File: src/rtl/mux_select_arbiter.sv
// mux_select_arbiter: round-robin arbiter driving the select lines of a 4:1 mux.
//
// A grant is held for DWELL cycles, or ends early on the cycle after the
// granted request is seen low. Arbitration starts at the input after the last
// granted one. Back-to-back grants have no idle cycle between them.
//
// Parameters
//   DWELL  grant hold length in cycles, 1..15 (default 4)
// Ports
//   clk    rising-edge clock
//   rst    asynchronous active-high reset
//   req    request per mux input (bit0=a .. bit3=d)
//   s0/s1  mux select, {s1,s0} = granted index
//   gnt    one-hot grant, 0000 when idle
//   busy   high while a grant is active
//   done   one-cycle pulse on the final grant cycle
//
// Build option
//   ARB_SELECT_PARK_EN  when defined, s1/s0 keep the last granted index while
//                       idle; otherwise they return to 00 on entering idle.
//
// Every output comes straight from a flop.
module mux_select_arbiter #(
  parameter int unsigned DWELL = 4
) (
  input  logic       clk,
  input  logic       rst,
  input  logic [3:0] req,
  output logic       s0,
  output logic       s1,
  output logic [3:0] gnt,
  output logic       busy,
  output logic       done
);

  localparam logic [3:0] DwellCnt = 4'(DWELL);

  typedef enum logic [0:0] {StIdle, StGrant} state_e;

  state_e     state_q;
  logic [3:0] cnt_q;
  logic [1:0] ptr_q;  // last granted index; equals the current owner during a grant

  logic       win_valid;
  logic [1:0] win_idx;
  logic [1:0] cand;

  // Round-robin pick starting at ptr_q+1. Scan from the farthest candidate to
  // the nearest so the nearest requester overwrites the others.
  always_comb begin
    win_valid = 1'b0;
    win_idx   = 2'd0;
    cand      = 2'd0;
    for (int i = 4; i >= 1; i--) begin
      cand = ptr_q + 2'(i);
      if (req[cand]) begin
        win_valid = 1'b1;
        win_idx   = cand;
      end
    end
  end

  always_ff @(posedge clk or posedge rst) begin
    if (rst) begin
      state_q  <= StIdle;
      gnt      <= 4'b0000;
      s1       <= 1'b0;
      s0       <= 1'b0;
      busy     <= 1'b0;
      done     <= 1'b0;
      cnt_q    <= 4'd0;
      ptr_q    <= 2'd3;
    end else begin
      // A new arbitration happens from idle or at the end of a grant
      // (done marks the final grant cycle).
      if (state_q == StIdle || done) begin
        if (win_valid) begin
          state_q  <= StGrant;
          gnt      <= 4'b0001 << win_idx;
          {s1, s0} <= win_idx;
          busy     <= 1'b1;
          cnt_q    <= 4'd1;
          done     <= (DwellCnt == 4'd1);
          ptr_q    <= win_idx;
        end else begin
          state_q  <= StIdle;
          gnt      <= 4'b0000;
          busy     <= 1'b0;
          done     <= 1'b0;
          cnt_q    <= 4'd0;
`ifdef ARB_SELECT_PARK_EN
          {s1, s0} <= {s1, s0};
`else
          {s1, s0} <= 2'b00;
`endif
        end
      end else begin
        // Mid-grant: only the owner's request bit matters. A low sample makes
        // the next cycle the final one.
        cnt_q <= cnt_q + 4'd1;
        done  <= ((cnt_q + 4'd1) == DwellCnt) || !req[ptr_q];
      end
    end
  end

endmodule
File: config.mk
export PLATFORM = sky130hd
export DESIGN_NAME = mux_select_arbiter
export DESIGN_NICKNAME = d
export VERILOG_FILES = /design/src/rtl/mux_select_arbiter.sv
export SDC_FILE = /design/constraint.sdc
export NUM_CORES = 1
export LEC_CHECK = 0
export BUFFER_PORTS_ARGS = -buffer_cell sky130_fd_sc_hd__buf_2
export CAP_MARGIN = 25
export CORE_AREA = 2 2 39 41
export DETAILED_ROUTE_END_ITERATION = 8
export DIE_AREA = 0 0 41 43
export PLACE_DENSITY = 0.78
export SYNTH_ARGS = -nofsm -noshare
export SYNTH_HDL_FRONTEND = slang
export SYNTH_SLANG_ARGS = --single-unit
export TNS_END_PERCENT = 100
File: constraint.sdc
create_clock -name clk -period 2.5 [get_ports clk]
set_input_delay 0.25 -clock clk [delete_from_list [all_inputs] [get_ports clk]]
set_output_delay 0.25 -clock clk [all_outputs]
set_load 0.02 [all_outputs]
==> results.md <==
- CTS Buffer Depth: 2
- Seq/Total Area, Yosys: 50.6%
- Die Height: 43 um
- Arrival time of the worst setup path: 1.76 ns
- Layout cells sized above 1: 28.0%
- Io pins: 14
- Max transition margin: 62.2%
- Nets: 91
- Setup Crit Path Kind: reg2reg
- Critical Path, Cell by Cell: mux2i_1 -> o22a_1 -> o21ai_1 -> o31ai_1
- DR iter-0 viols: 6
- Worst Tran Pin Value: 0.566 ns
- Final Cell Area: 820 um^2
- F_max: 0.640 GHz
- Setup Viol. Count Final: 0
- Core box area: 0.00138 mm^2
- First-pass GRT wire length: 2210 um
- Vias per cell: 5.47
- YS warnings: 0
- #FFs+latches synth: 14
- Clk sinks: 14
- Initial core utilization: 50.4%
- Final hold vios: 0
- Clk pwr share: 16.0%
- Placer Congestion: 0.736
- Hold Path Class: in2reg
- Unique masters post-synth: 32
- Power Density: 1250 mW/mm^2
- DRT Wirelength: 1270 um
- Largest net degree at the start of global routing: 15
- Worst Path Buf+Inv: 0
- Pre-CTS setup slack: 0.971 ns
- Net Switching: 410 uW
- CTS tree: done
- CTS H-tree lvls: 1
- Die Area: 0.00176 mm^2
- Clk_lat worst skew: 0.29 ns
- Max-cap violations: 0
- Startpoint Class: flip-flop
- Slack of the critical path: 0.938 ns
- Status: complete, no violations
- Post-synth ARST share: 100%
- Commonest non-fill, non-tap cell in the layout: buf_2
- CP max FO: 9
- RSZ-0062 raised after global routing: no
- Worst path max stage delay: 0.62 ns
- Final Max Slew Viols: 0
- Vias in the first global route: 522
- Internal power component: 616 uW
- Final ANT Viol Nets: 0
- Vias: 536
- Initial antenna violation count: 0
- Die W: 41 um
- Mapped Nets: 74
- DP HPWL: 930 um
- Total Routing Usage GR: 19.4%
- Final period demand of the worst path: 1.56 ns
- Logic pwr share: 42.7%
- Mean post-synth cell area: 10.6 um^2
- Commonest register cell after synthesis: dfrtp_1
- Setup_tns: 0 ns
- Crit end category: flip-flop
- CTS clock-pin slew for the worst setup and hold paths: 0.08 ns
- Site row count: 14
- Synth Cell Area: 697 um^2
- Sequential power share: 41.2%
- Fin crit share: 62.5%
- Area Overhead vs Synth: 17.6%
- Critical-path top delay cell: dfstp_2
- CTS root buffer: clkbuf_4
- CTS Buf Count: 3
- Post-synth EDFFs: 0
- DP Area: 773 um^2
- Leak Pwr: 0.000396 uW
- Peak VDD IR: 0.000538 V
- Total gr overflow: 0
- # port buffers: 13
- Wire per inst: 13.0 um
- First drt pass iteration count: 4
- Worst Skew: 0.00123 ns
- Post-Syn Instances: 66
- # fillers: 118
- DR DRC count: 0
- Antenna diode count: 0
- Switching share of power: 39.9%
- CP Data Required Time: 2.69 ns
- Commonest non-fill, non-tap cells in the layout: buf_2, dfrtp_1, nand2_1
- Family with the most delay on the worst path: flip-flops
## layout make-up
cell class                      instances  area [um^2]  area share [%]
Timing Repair Buffer                   14         75.1            9.16
Sequential cell                        14          353            43.1
Tap cell                               16         20.0            2.44
Clock buffer                            4         36.3            4.43
Inverter                                2         7.51           0.916
Multi-Input combinational cell         48          328            40.0
## registers in the layout (all words and copies together), names as in the netlist
name,cells
state_q,1
cnt_q,4
s0,1
gnt,4
done,1
ptr_q,2
s1,1
## through the flow
step	power, uW	hold slack [ns]	std cells	utilization, %
after floorplan	748	0.138	66	-
after global placement	840	0.303	93	55.9
after detailed placement	863	0.310	93	55.9
after CTS	1030	0.335	98	59.2
after global routing	1110	0.345	98	59.2
final	1030	0.344	98	59.2
## cells by family after synthesis
| kind of cell | after synthesis | synth area share (%) |
|---|---|---|
| buffers and inverters | 4 | 2.33 |
| xor gates and xnor gates | 3 | 3.77 |
| adders and majority gates | 2 | 3.59 |
| AOI/OAI and AO/OA | 14 | 14.4 |
| muxes | 2 | 3.59 |
| and+or+nand+nor | 27 | 21.7 |
| DFF | 14 | 50.6 |
## layer usage
metal  vias up  GRT usage [%]  routed length (um)
met1       259           25.3                 586
met3         5           3.14                  38
met4         0           16.0                  49
met5         -              0                   0
met2        13           26.9                 599
li1        259              -                   -
## power by group through the flow
stage               logic, uW  registers, uW  clock network [uW]
finish                    438            423                 165
global route              494            439                 179
CTS                       443            422                 169
detailed placement        438            425                   0
global placement          422            419                   0
floorplan                 293            455                   0
## timing repair
action                                  in CTS  in global routing
hold buffers                                 1                  0
resized for setup                            0                  0
endpoints found under the hold margin       12                  0
endpoints found under the setup margin       0                  0
buffers inserted                             0                  0
## cell usage after synthesis (all sizes together), types with 2 or more instances
library cell	instances	share of area [%]
dfrtp	12	43
and2	2	1.8
nor2b	2	1.8
nor2	4	2.2
nand2	9	5.2
ha	2	3.6
nand2b	5	4.5
inv	2	1.1
a22o	3	3.8
a31oi	2	1.8
o21ai	2	1.4
a21boi	2	2.2
xor2	2	2.5
dfstp	2	7.5
## worst min-delay path, stage by stage
cell,delay (ns)
buf_2,0.11
or4_4,0.13
nand2b_1,0.10
## path summary, 6_finish.rpt
check	endpoint	cells past startpoint	start	slack, ns
min in group asynchronous	cnt_q[3]$_DFF_PP0_	3	rst	0.52
hold reg to reg	s1$_DFFE_PP0N_	2	s1$_DFFE_PP0N_	0.48
setup / recovery	gnt[0]$_DFFE_PP0N_	4	ptr_q[1]$_DFFE_PP1P_	0.94
hold / removal	state_q$_DFFE_PP0N_	3	req[1]	0.34
max in group asynchronous	ptr_q[1]$_DFFE_PP1P_	3	rst	1.62
setup reg to reg	gnt[0]$_DFFE_PP0N_	4	ptr_q[1]$_DFFE_PP1P_	0.94
(Power assumes the default switching activity.)
